## src/rtl/ctrl_pipe_tracker.sv

```systemverilog
// ctrl_pipe_tracker: carries the decoded control word through ID/EX, EX/MEM, MEM/WB and sequences halt.
// Define CTRL_PERF_CNT_EN to build the retired/bubble performance counters.
module ctrl_pipe_tracker #(
  parameter int CNT_W = 32
) (
  input  logic             clk,
  input  logic             reset,
  input  logic             id_valid,
  input  logic             id_ALUSrc,
  input  logic             id_MemtoReg,
  input  logic             id_RegWrite,
  input  logic             id_MemRead,
  input  logic             id_MemWrite,
  input  logic             id_Branch,
  input  logic             id_halt,
  input  logic [2:0]       id_ALUOp,
  input  logic [1:0]       id_JalType,
  input  logic             stall,
  input  logic             flush,
  output logic             ex_ALUSrc,
  output logic             ex_Branch,
  output logic             ex_MemRead,
  output logic             ex_valid,
  output logic [2:0]       ex_ALUOp,
  output logic [1:0]       ex_JalType,
  output logic             mem_MemRead,
  output logic             mem_MemWrite,
  output logic             mem_RegWrite,
  output logic             mem_MemtoReg,
  output logic             mem_valid,
  output logic             wb_RegWrite,
  output logic             wb_MemtoReg,
  output logic             wb_valid,
  output logic             fetch_stop,
  output logic             cpu_halted,
  output logic [CNT_W-1:0] perf_retired,
  output logic [CNT_W-1:0] perf_bubbles
);

  typedef enum logic [1:0] {ST_RUN, ST_DRAIN, ST_HALTED} state_t;

  typedef struct packed {
    logic       alu_src;
    logic [2:0] alu_op;
    logic [1:0] jal_type;
    logic       branch;
    logic       mem_read;
    logic       mem_write;
    logic       reg_write;
    logic       mem_to_reg;
    logic       halt;
    logic       valid;
  } ex_ctrl_t;

  typedef struct packed {
    logic mem_read;
    logic mem_write;
    logic reg_write;
    logic mem_to_reg;
    logic halt;
    logic valid;
  } mem_ctrl_t;

  typedef struct packed {
    logic reg_write;
    logic mem_to_reg;
    logic halt;
    logic valid;
  } wb_ctrl_t;

  state_t    state_q, state_d;
  ex_ctrl_t  ex_q, ex_d;
  mem_ctrl_t mem_q, mem_d;
  wb_ctrl_t  wb_q, wb_d;
  logic      halted_q, halted_d;
  logic      accept;

  // NOTE: combinational blocks use blocking '=' with every output defaulted first, so no latch is inferred.
  always_comb begin
    accept = (state_q == ST_RUN) && id_valid && !flush && !stall;

    ex_d = '0;
    if (accept) begin
      ex_d.alu_src    = id_ALUSrc;
      ex_d.alu_op     = id_ALUOp;
      ex_d.jal_type   = id_JalType;
      ex_d.branch     = id_Branch;
      ex_d.mem_read   = id_MemRead;
      ex_d.mem_write  = id_MemWrite;
      ex_d.reg_write  = id_RegWrite;
      ex_d.mem_to_reg = id_MemtoReg;
      ex_d.halt       = id_halt;
      ex_d.valid      = 1'b1;
    end

    // Downstream stages never stall: a bubble only ever enters at EX.
    mem_d.mem_read   = ex_q.mem_read;
    mem_d.mem_write  = ex_q.mem_write;
    mem_d.reg_write  = ex_q.reg_write;
    mem_d.mem_to_reg = ex_q.mem_to_reg;
    mem_d.halt       = ex_q.halt;
    mem_d.valid      = ex_q.valid;

    wb_d.reg_write  = mem_q.reg_write;
    wb_d.mem_to_reg = mem_q.mem_to_reg;
    wb_d.halt       = mem_q.halt;
    wb_d.valid      = mem_q.valid;

    state_d = state_q;
    case (state_q)
      ST_RUN:   if (accept && id_halt) state_d = ST_DRAIN;
      ST_DRAIN: if (wb_q.halt)         state_d = ST_HALTED;
      default:  state_d = state_q;
    endcase
    halted_d = (state_d == ST_HALTED);
  end

  // NOTE: sequential state uses non-blocking '<=' and every pipeline flop is cleared by the async reset.
  always_ff @(posedge clk or negedge reset) begin
    if (!reset) begin
      state_q  <= ST_RUN;
      ex_q     <= '0;
      mem_q    <= '0;
      wb_q     <= '0;
      halted_q <= 1'b0;
    end else begin
      state_q  <= state_d;
      ex_q     <= ex_d;
      mem_q    <= mem_d;
      wb_q     <= wb_d;
      halted_q <= halted_d;
    end
  end

  assign fetch_stop   = (state_q != ST_RUN) || (accept && id_halt);
  assign cpu_halted   = halted_q;

  assign ex_ALUSrc    = ex_q.alu_src;
  assign ex_Branch    = ex_q.branch;
  assign ex_MemRead   = ex_q.mem_read;
  assign ex_valid     = ex_q.valid;
  assign ex_ALUOp     = ex_q.alu_op;
  assign ex_JalType   = ex_q.jal_type;
  assign mem_MemRead  = mem_q.mem_read;
  assign mem_MemWrite = mem_q.mem_write;
  assign mem_RegWrite = mem_q.reg_write;
  assign mem_MemtoReg = mem_q.mem_to_reg;
  assign mem_valid    = mem_q.valid;
  assign wb_RegWrite  = wb_q.reg_write;
  assign wb_MemtoReg  = wb_q.mem_to_reg;
  assign wb_valid     = wb_q.valid;

`ifdef CTRL_PERF_CNT_EN
  logic [CNT_W-1:0] retired_q, retired_d;
  logic [CNT_W-1:0] bubbles_q, bubbles_d;

  always_comb begin
    retired_d = retired_q;
    bubbles_d = bubbles_q;
    if (state_q != ST_HALTED) begin
      if (wb_q.valid) retired_d = retired_q + CNT_W'(1);
      // flush and stall together still make a single bubble.
      if ((state_q == ST_RUN) && (stall || flush)) bubbles_d = bubbles_q + CNT_W'(1);
    end
  end

  always_ff @(posedge clk or negedge reset) begin
    if (!reset) begin
      retired_q <= '0;
      bubbles_q <= '0;
    end else begin
      retired_q <= retired_d;
      bubbles_q <= bubbles_d;
    end
  end

  assign perf_retired = retired_q;
  assign perf_bubbles = bubbles_q;
`else
  assign perf_retired = '0;
  assign perf_bubbles = '0;
`endif

endmodule

```

## config.mk

```make
export PLATFORM = sky130hd
export DESIGN_NAME = ctrl_pipe_tracker
export DESIGN_NICKNAME = d
export VERILOG_FILES = /design/src/rtl/ctrl_pipe_tracker.sv
export SDC_FILE = /design/constraint.sdc
export NUM_CORES = 1
export LEC_CHECK = 0
export ABC_AREA = 1
export BUFFER_PORTS_ARGS = -buffer_cell sky130_fd_sc_hd__buf_2
export CAP_MARGIN = 20
export CORE_ASPECT_RATIO = 1.5
export CORE_UTILIZATION = 35
export DETAILED_ROUTE_END_ITERATION = 8
export GPL_TIMING_DRIVEN = 0
export MAX_ROUTING_LAYER = met4
export PLACE_DENSITY_LB_ADDON = 0.12
export RECOVER_POWER = 50
export REMOVE_ABC_BUFFERS = 1
export SETUP_SLACK_MARGIN = 0.3
export SYNTH_ARGS = -nofsm -noshare
export SYNTH_HDL_FRONTEND = slang
export SYNTH_SLANG_ARGS = --single-unit
```

## constraint.sdc

```tcl
create_clock -name clk -period 1 [get_ports clk]
set_clock_uncertainty 0.05 [all_clocks]
set_input_delay 0.05 -clock clk [delete_from_list [all_inputs] [get_ports clk]]
set_output_delay 0.05 -clock clk [all_outputs]
set_load 0.03 [all_outputs]
```

==> impl_metrics.toml <==
[setup_path]
cp_slowest_cell = "dfrtp_1"
required_ns = 0.90
crit_start = "state_q[0]"
rr_worst_depth = 5
setup.worst_path.start_class = "flip-flop"
path_max_fanout = 3
r2r_start = "state_q[0]"
critPathKind = "flip-flop to output port"
arrival_ns = 1.17
cp_slowest_stage_delay_ns = 0.42
reg2reg_slack_ns = -0.15
end_kind = "output port"
crit_path_cell_trace = "nor2_4 > nand4_1 > nand2_1 > buf_6"
r2r-end = "ex_ALUSrc"

[finish]
layout.cells.non_filler = 229
seq_area_um2 = 651
n_antenna_cell = 0
final_core_util_pct = 47.1
drive_gt1_share_pct = 35.5
finalInstanceArea_um2 = 1750
nFillCells = 383
nets = 204
area_growth_pct = 27.3
multi_input_comb_area_um2 = 398

[timing]
worstMarginPinSlew_ns = 0.619
finalSetupViolCount = 16
holdWs_ns = -0.276
grt_setup_unrepaired = "true"
finalSetupTns_ns = -2.10
layout_worst_path_cycle_share_pct = 127
final_hold_viol_count = 26
layout_min_cycle_time_ns = 1.27
final_max_slew_viol_count = 0
max_freq_mhz = 785
max_slew_margin_pct = 58.8
setup_slack_ns = -0.274

[detailed_routing]
ant_nets = 0
drt_drc_violations_left = 0
drtIter0Drc = 4
vias = 780
vias_per_cell = 3.41
firstDrtPassIters = 2
wl_mm = 1.95
wl_per_cell_um = 8.50

[clocking]
clk_path_buf_depth = 2
root_buffer = "clkbuf_8"
cts.sinks = 26
tritoncts = "yes"
ctsHoldBuffers = 11
clkSlewWorstSetupHoldPaths_ns = 0.09
clock_latency_ns = 0.27
numCtsBuffers = 3
h-tree-depth = 1

[yosys]
muxShareOfSynthArea_pct = 0
synth_area_um2 = 1380
synthXorXnorAreaFrac_pct = 0
yosys.area_share.adder_pct = 0
yosys_warnings = 0
syn_inst = 133
synth_compound_area_share_pct = 1.55
ys_ff_latch = 26
synth-simple-area-share_pct = 8.01
yosysSeqAreaShare_pct = 47.3
synth_top_family_by_area = "buffers and inverters"
postSynthAreaPerCell_um2 = 10.3
synthDistinctLibCells = 15

[global_route]
overflow = 0
grt_pass1_vias = 623
antenna_found_initial = 0
grt_pass1_wl_mm = 2.70
grt_max_degree = 27
grt.total_usage_pct = 9.45

[floorplan]
dieHeight_um = 78.8
fp.coreArea_um2 = 3720
dieArea_um2 = 4190
ioPinCount = 100
die-width_um = 53.2
fp-row-count = 27
start_util_pct = 37.0

[place]
dpl.hpwl_mm = 1.36
placed_cells = 204
dpl-instance-area_um2 = 1310
pre_cts_ws_ns = -0.304
io_buffers = 35
gp_congestion = 0.627

[min_path]
hp-class = "primary input to async pin"

[status]
violations = "negative hold slack, negative setup slack"
status = "complete, but fails checks"

[power]
p_int_w = 0.00164
vdd_drop_max_mv = 0.781
switchingPower_w = 0.000688
power_density_nw_per_um2 = 1330
power_frac_comb_pct = 18.0
netSwitchingFraction_pct = 29.5
p_leak_nw = 1.03
clkPwrFrac_pct = 36.9
seq_power_share_pct = 45.1

[flow_run]
drv_cap = 0
==> synth_stat cells, drive strengths merged <==
cell	number	area, um2
dfrtp	26	651
inv	16	60.1
nand3	1	10.0
o21ai	1	5.00
nor2	13	86.3
conb	1	3.75
nand2	2	7.51
a21o	1	8.76
o21a	1	7.51
nand4	1	6.26
buf	70	529
==> sequential cells by signal, indices dropped and copies added, names as in the netlist, 2 cells and up <==
register,count
ex_JalType,2
ex_ALUOp,3
state_q,2
ex_q,4
==> cell usage in the layout, fill, tap and decap left out, drive strengths merged <==
cell	n
a21o	1
buf	43
bufinv	1
clkbuf	5
conb	64
dfrtp	26
dlygate4sd3	11
inv	16
nand2	2
nand3	1
nand4	1
nor2	13
o21a	1
o21ai	1
==> cells by family after synthesis <==
family | after synthesis
buf+inv | 86
flops | 26
other cells | 1
compound gates | 3
simple gates | 17
==> final cells by class <==
cell class	instances	area share (%)
multi-input cells	84	22.7
clock inverters	1	1.72
repair buffers	56	29.5
flip-flops and latches	26	37.2
well taps	43	3.07
clock buffers	3	2.36
inverters	16	3.43
==> per-stage QoR <==
step / hold WS, ns / total power (W)
floorplan: -0.296 / 0.00140
global placement: 0.0255 / 0.00145
detailed placement: 0.0318 / 0.00145
CTS: -0.275 / 0.00236
global route: -0.223 / 0.00243
finish: -0.276 / 0.00233
==> power by group through the flow <==
stage	combinational [W]	sequential, W	clock [W]
3_5_place_dp	0.000382	0.00107	0
4_1_cts	0.000417	0.00105	0.000892
5_1_grt	0.000447	0.00105	0.000934
2_1_floorplan	0.000330	0.00107	0
6_report	0.000419	0.00105	0.000860
3_3_place_gp	0.000381	0.00107	0
==> what timing repair did <==
item | in CTS | in global routing
gates cloned | 0 | 1
resized for setup | 45 | 2
pin swaps | 4 | 1
hold endpoints to repair | 37 | 26
setup buffers | 7 | 2
setup endpoints to repair | 35 | 35
==> worst max-delay path by stage <==
stage,slack (ns),endpoint,cells after the start
6_report,-0.27,fetch_stop,4
5_1_grt,-0.37,fetch_stop,4
4_1_cts,-0.33,fetch_stop,4
3_5_place_dp,-0.30,ex_q[2],3
3_3_place_gp,-0.30,ex_ALUSrc,3
2_1_floorplan,-0.09,ex_ALUSrc,3
==> metal layers <==
metal	vias to the layer above	wire length (um)	track usage (%)
li1	361	-	-
met1	357	641	10.3
met2	60	1070	14.7
met3	2	206	1.92
met4	0	28	7.11
met5	-	0	-
==> critical path, delay by kind of cell, from the launching register on <==
family                 cells  cell delay (ns)
DFF                        1             0.42
buffers and inverters      1             0.13
and+or+nand+nor            3             0.36
Note: power is estimated with default switching activity, not from simulation.
